**config.mk**
```make
export PLATFORM = sky130hd
export DESIGN_NAME = reg32_load
export DESIGN_NICKNAME = d
export VERILOG_FILES = /design/src/rtl/reg32_load_pkg.sv /design/src/rtl/reg32_byte_lane.sv /design/src/rtl/reg32_load.sv
export SDC_FILE = /design/constraint.sdc
export NUM_CORES = 1
export LEC_CHECK = 0
export ABC_AREA = 1
export BUFFER_PORTS_ARGS = -buffer_cell sky130_fd_sc_hd__clkbuf_2
export CORE_MARGIN = 5
export CORE_UTILIZATION = 45
export CTS_CLUSTER_SIZE = 14
export DETAILED_ROUTE_END_ITERATION = 7
export HOLD_SLACK_MARGIN = 0.06
export PLACE_DENSITY = 0.84
export SLEW_MARGIN = 20
export SYNTH_ARGS = -nofsm -noshare
export SYNTH_HDL_FRONTEND = slang
export SYNTH_HIERARCHICAL = 1
export SYNTH_SLANG_ARGS = --single-unit
export TNS_END_PERCENT = 50
```
**constraint.sdc**
```tcl
create_clock -name clk -period 1 [get_ports clk]
set_input_delay 0.1 -clock clk [delete_from_list [all_inputs] [get_ports clk]]
set_output_delay 0.1 -clock clk [all_outputs]
set_load 0.03 [all_outputs]
```
**src/rtl/reg32_load_pkg.sv**
```systemverilog
// Shared types and helpers for the reg32_load holding register and its byte lanes.
package reg32_load_pkg;

    localparam int DEFAULT_WIDTH = 32;
    localparam int BYTE_W        = 8;

    typedef logic [BYTE_W-1:0] byte_t;

    // Bit that makes the byte plus itself carry an even number of ones.
    function automatic logic even_parity(input byte_t b);
        return ^b;
    endfunction

endpackage

```
**src/rtl/reg32_byte_lane.sv**
```systemverilog
// One byte of storage with sync reset and write enable; 1-edge latency, never stalls.
// Optional parity bit stored alongside the data when REG32_LOAD_PARITY_EN is defined.
module reg32_byte_lane
    import reg32_load_pkg::*;
(
    input  logic  clk,
    input  logic  rst,
    input  logic  we,
    input  byte_t d,
    input  byte_t rst_val,
    output byte_t q
`ifdef REG32_LOAD_PARITY_EN
    ,
    output logic  par
`endif
);

    always_ff @(posedge clk) begin
        if (rst) begin
            q <= rst_val;
        end else if (we) begin
            q <= d;
        end
    end

`ifdef REG32_LOAD_PARITY_EN
    always_ff @(posedge clk) begin
        if (rst) begin
            par <= even_parity(rst_val);
        end else if (we) begin
            par <= even_parity(d);
        end
    end
`endif

endmodule

```
**src/rtl/reg32_load.sv**
```systemverilog
// Byte-maskable load-enable holding register with first-load valid flag and load ack pulse.
// Latency one edge, no backpressure; optional par_err output under REG32_LOAD_PARITY_EN.
module reg32_load
    import reg32_load_pkg::*;
#(
    parameter int               WIDTH     = DEFAULT_WIDTH,
    parameter logic [WIDTH-1:0] RESET_VAL = '0
) (
    input  logic                  clk,
    input  logic                  rst,
    input  logic                  load,
    input  logic [WIDTH/8-1:0]    byte_en,
    input  logic [WIDTH-1:0]      d,
    output logic [WIDTH-1:0]      q,
    output logic                  q_valid,
    output logic                  load_ack
`ifdef REG32_LOAD_PARITY_EN
    ,
    output logic                  par_err
`endif
);

    localparam int NBYTES = WIDTH / BYTE_W;

    logic accepted;

    // A load with an empty mask writes nothing, so it must not count as a load.
    assign accepted = load && (|byte_en);

`ifdef REG32_LOAD_PARITY_EN
    logic [NBYTES-1:0] lane_err;
`endif

    for (genvar i = 0; i < NBYTES; i++) begin : g_lane
`ifdef REG32_LOAD_PARITY_EN
        logic lane_par;
`endif
        reg32_byte_lane u_lane (
            .clk     (clk),
            .rst     (rst),
            .we      (load & byte_en[i]),
            .d       (d[i*BYTE_W +: BYTE_W]),
            .rst_val (RESET_VAL[i*BYTE_W +: BYTE_W]),
            .q       (q[i*BYTE_W +: BYTE_W])
`ifdef REG32_LOAD_PARITY_EN
            ,
            .par     (lane_par)
`endif
        );
`ifdef REG32_LOAD_PARITY_EN
        assign lane_err[i] = even_parity(q[i*BYTE_W +: BYTE_W]) ^ lane_par;
`endif
    end

    always_ff @(posedge clk) begin
        if (rst) begin
            q_valid  <= 1'b0;
            load_ack <= 1'b0;
        end else begin
            q_valid  <= q_valid | accepted;
            load_ack <= accepted;
        end
    end

`ifdef REG32_LOAD_PARITY_EN
    always_ff @(posedge clk) begin
        if (rst) begin
            par_err <= 1'b0;
        end else begin
            par_err <= |lane_err;
        end
    end
`endif

endmodule

```
==> run_results.csv <==
group,metric,value,unit
critical_path,cp-end-kind,"output port",
outcome,status,"finished with violations",
global_routing,grt_pass1_vias,1472,
routing,final_antenna_net_count,0,
sta,period_share,101.0,%
global_routing,grt_use_total,18.64,%
critical_path,critPathSlowestCell,"edfxtp_1",
cts,clk_latency,320,ps
routing,num_vias,1500,
cts,htree_levels,2,
cts,root_buffer,"clkbuf_4",
power_and_ir_drop,ir_worst_vdd,0.7094,mV
sta,rsz0062_at_grt,"true",
outcome,failed_checks,"negative setup slack",
synth,synth_top_area_cell,"edfxtp_1",
layout,final_util,77.93,%
critical_path,cp_cell_sequence,"clkbuf_8",
power_and_ir_drop,power_frac_clock,19.1,%
die,dieArea,0.004640,mm2
power_and_ir_drop,pwr-share-comb,29.5,%
power_and_ir_drop,p_sw,1.051,mW
layout,drive_above_1_share,28.71,%
global_routing,grt_max_degree,17,
synth,synth.area.top_cells,"edfxtp_1 (63%), nand2_1 (26%), buf_6 (3.0%)",
power_and_ir_drop,intPower,2.451,mW
sta,final.setup_skew,0,ps
synth,ys_seq_elements,34,
synth,synth.avg_cell_area,9.442,um2
sta,period_minus_slack,1010,ps
place,dp_hpwl,2.497,mm
global_routing,grt_pass1_wl,6.141,mm
global_routing,busiest_layer,"met2",
synth,synth_top_area_share,63.21,%
cts,cts_buffers,5,
cts,cts_setup_buffers,0,
sta,hold_viol_final,0,
routing,dr.pass1.iters,5,
global_routing,antenna_found_initial,0,
sta,maxSlewViolCount,0,
synth,ys_types,10,
critical_path,crit_path_start_kind,"flop",
sta,max_freq,989.8,MHz
power_and_ir_drop,switching_share,30.02,%
critical_path,worstSetupPathType,"flop to output port",
synth,synthCells,161,
routing,routed_via_density,4.298,
die,initial_core_util,45.92,%
routing,drt_iter0_markers,141,
die,core-area,0.003311,mm2
die,fp-row-count,21,
global_routing,overflow,0,
critical_path,crit_required,900,ps
place,gp_congestion,0.7882,
global_routing,grt_util_met1,18.27,%
die,die_w,68.12,um
critical_path,crit_arrival,910,ps
sta,setup_viol,3,
critical_path,cp.buffers_inverters,1,
hold_path,min_path_type,"input port to flop",
global_routing,use_met2,33.81,%
cts,clock_path_buffers,2,
power_and_ir_drop,finalPower,3.502,mW
power_and_ir_drop,power.leakage,1.356,nW
global_routing,grtUsageMet3,5.255,%
sta,timing.final.ws_setup,-10.32,ps
run,drv_cap,0,
critical_path,cpPeakStageDelay,410,ps
layout,num_antenna_cells,0,
synth,syn_area,0.001520,mm2
power_and_ir_drop,pwr_density_cell,1357,mW/mm2
cts,clock_sinks,34,
cts,tritoncts,"yes",
die,die_h,68.12,um
layout,nets,342,
critical_path,path_max_fanout,1,
routing,wl_per_cell,12.22,um
place,numPortBuffers,72,
cts,clkTransAtPathRegs,90,ps
routing,wirelength,4.264,mm
power_and_ir_drop,p_seq_share,51.5,%
routing,route.detailed.drc,0,
synth,synth_warnings,6,
critical_path,cp_top_family,"flip-flops",
layout,area_delta_synth_final,69.71,%
synth,yosysSeqAreaShare,65.84,%
die,io_pins,73,
-- cells in the mapped netlist, drive strengths merged --
cell / instances
buf: 4
conb: 1
dfxtp: 2
edfxtp: 32
inv: 11
nand2: 104
nor2: 3
or2: 4
-- layout by cell type (no fill, tap or decap), drive strengths merged --
cell / Yosys / routed
buf: 4 / 22
nand2: 104 / 104
clkbuf: 0 / 61
nor2: 3 / 3
conb: 1 / 32
dfxtp: 2 / 2
inv: 11 / 11
edfxtp: 32 / 32
dlygate4sd3: 0 / 32
or2: 4 / 4
-- power groups by stage --
| stage | Clock, mW | Combinational, mW | Sequential, mW |
|---|---|---|---|
| final | 0.667 | 1.03 | 1.80 |
| after global routing | 0.763 | 1.11 | 1.82 |
| after CTS | 0.686 | 0.967 | 1.80 |
| after detailed placement | 0 | 0.767 | 1.82 |
| after global placement | 0 | 0.758 | 1.81 |
| after floorplan | 0 | 0.187 | 2.14 |
-- worst paths after layout --
check             slack, ps  cells past startpoint        to                   from
setup / recovery        -10                      1     q[29]  g_lane[3].u_lane/q[5]
hold / removal           80                      5  load_ack             byte_en[3]
setup reg to reg        480                      2   q_valid                q_valid
hold reg to reg         460                      2   q_valid                q_valid
-- flip-flops by register name, indices dropped and copies added, names as in the netlist --
| register | flops |
|---|---|
| q_valid | 1 |
| load_ack | 1 |
| g_lane.u_lane/q | 32 |
-- final cells by class --
cell class,instances,area (um2)
Fill cell,197,730.7
Inverter,11,41.29
Clock buffer,7,45.04
Multi-Input combinational cell,143,549.3
Tap cell,46,57.56
Timing Repair Buffer,108,885.9
Sequential cell,34,1001
-- layer usage --
metal	share of wire, %	vias to the layer above
li1	-	750
met1	33	636
met2	53	90
met3	8.8	24
met4	5.0	0
met5	0	-
-- through the flow --
step | setup slack, ps | std cells | hold slack [ps] | TNS [ps] | area [um2]
6_report | -10.32 | 349 | 83.50 | -16.78 | 2580
5_1_grt | -75.33 | 349 | 106.3 | -832.7 | 2580
4_1_cts | -34.16 | 349 | 65.04 | -196.6 | 2535
3_5_place_dp | 1.295 | 310 | 368.3 | 0 | 2039
3_3_place_gp | 15.48 | 310 | 363.7 | 0 | 2039
2_1_floorplan | 183.2 | 192 | 243.7 | 0 | 1637
-- timing repair --
| action | 4_1_cts | 5_1_grt |
|---|---|---|
| cloned | 0 | 0 |
| endpoints found under the hold margin | 32 | 0 |
| pin swaps | 0 | 0 |
| endpoints found under the setup margin | 17 | 34 |
| hold buffers | 32 | 0 |
| resized for setup | 31 | 39 |
-- cells by family after synthesis --
kind of cell,share of synthesized area (%)
other,0.2467
buffers and inverters,5.679
and+or+nand+nor,28.23
DFF,65.84
(Power assumes the default switching activity.)
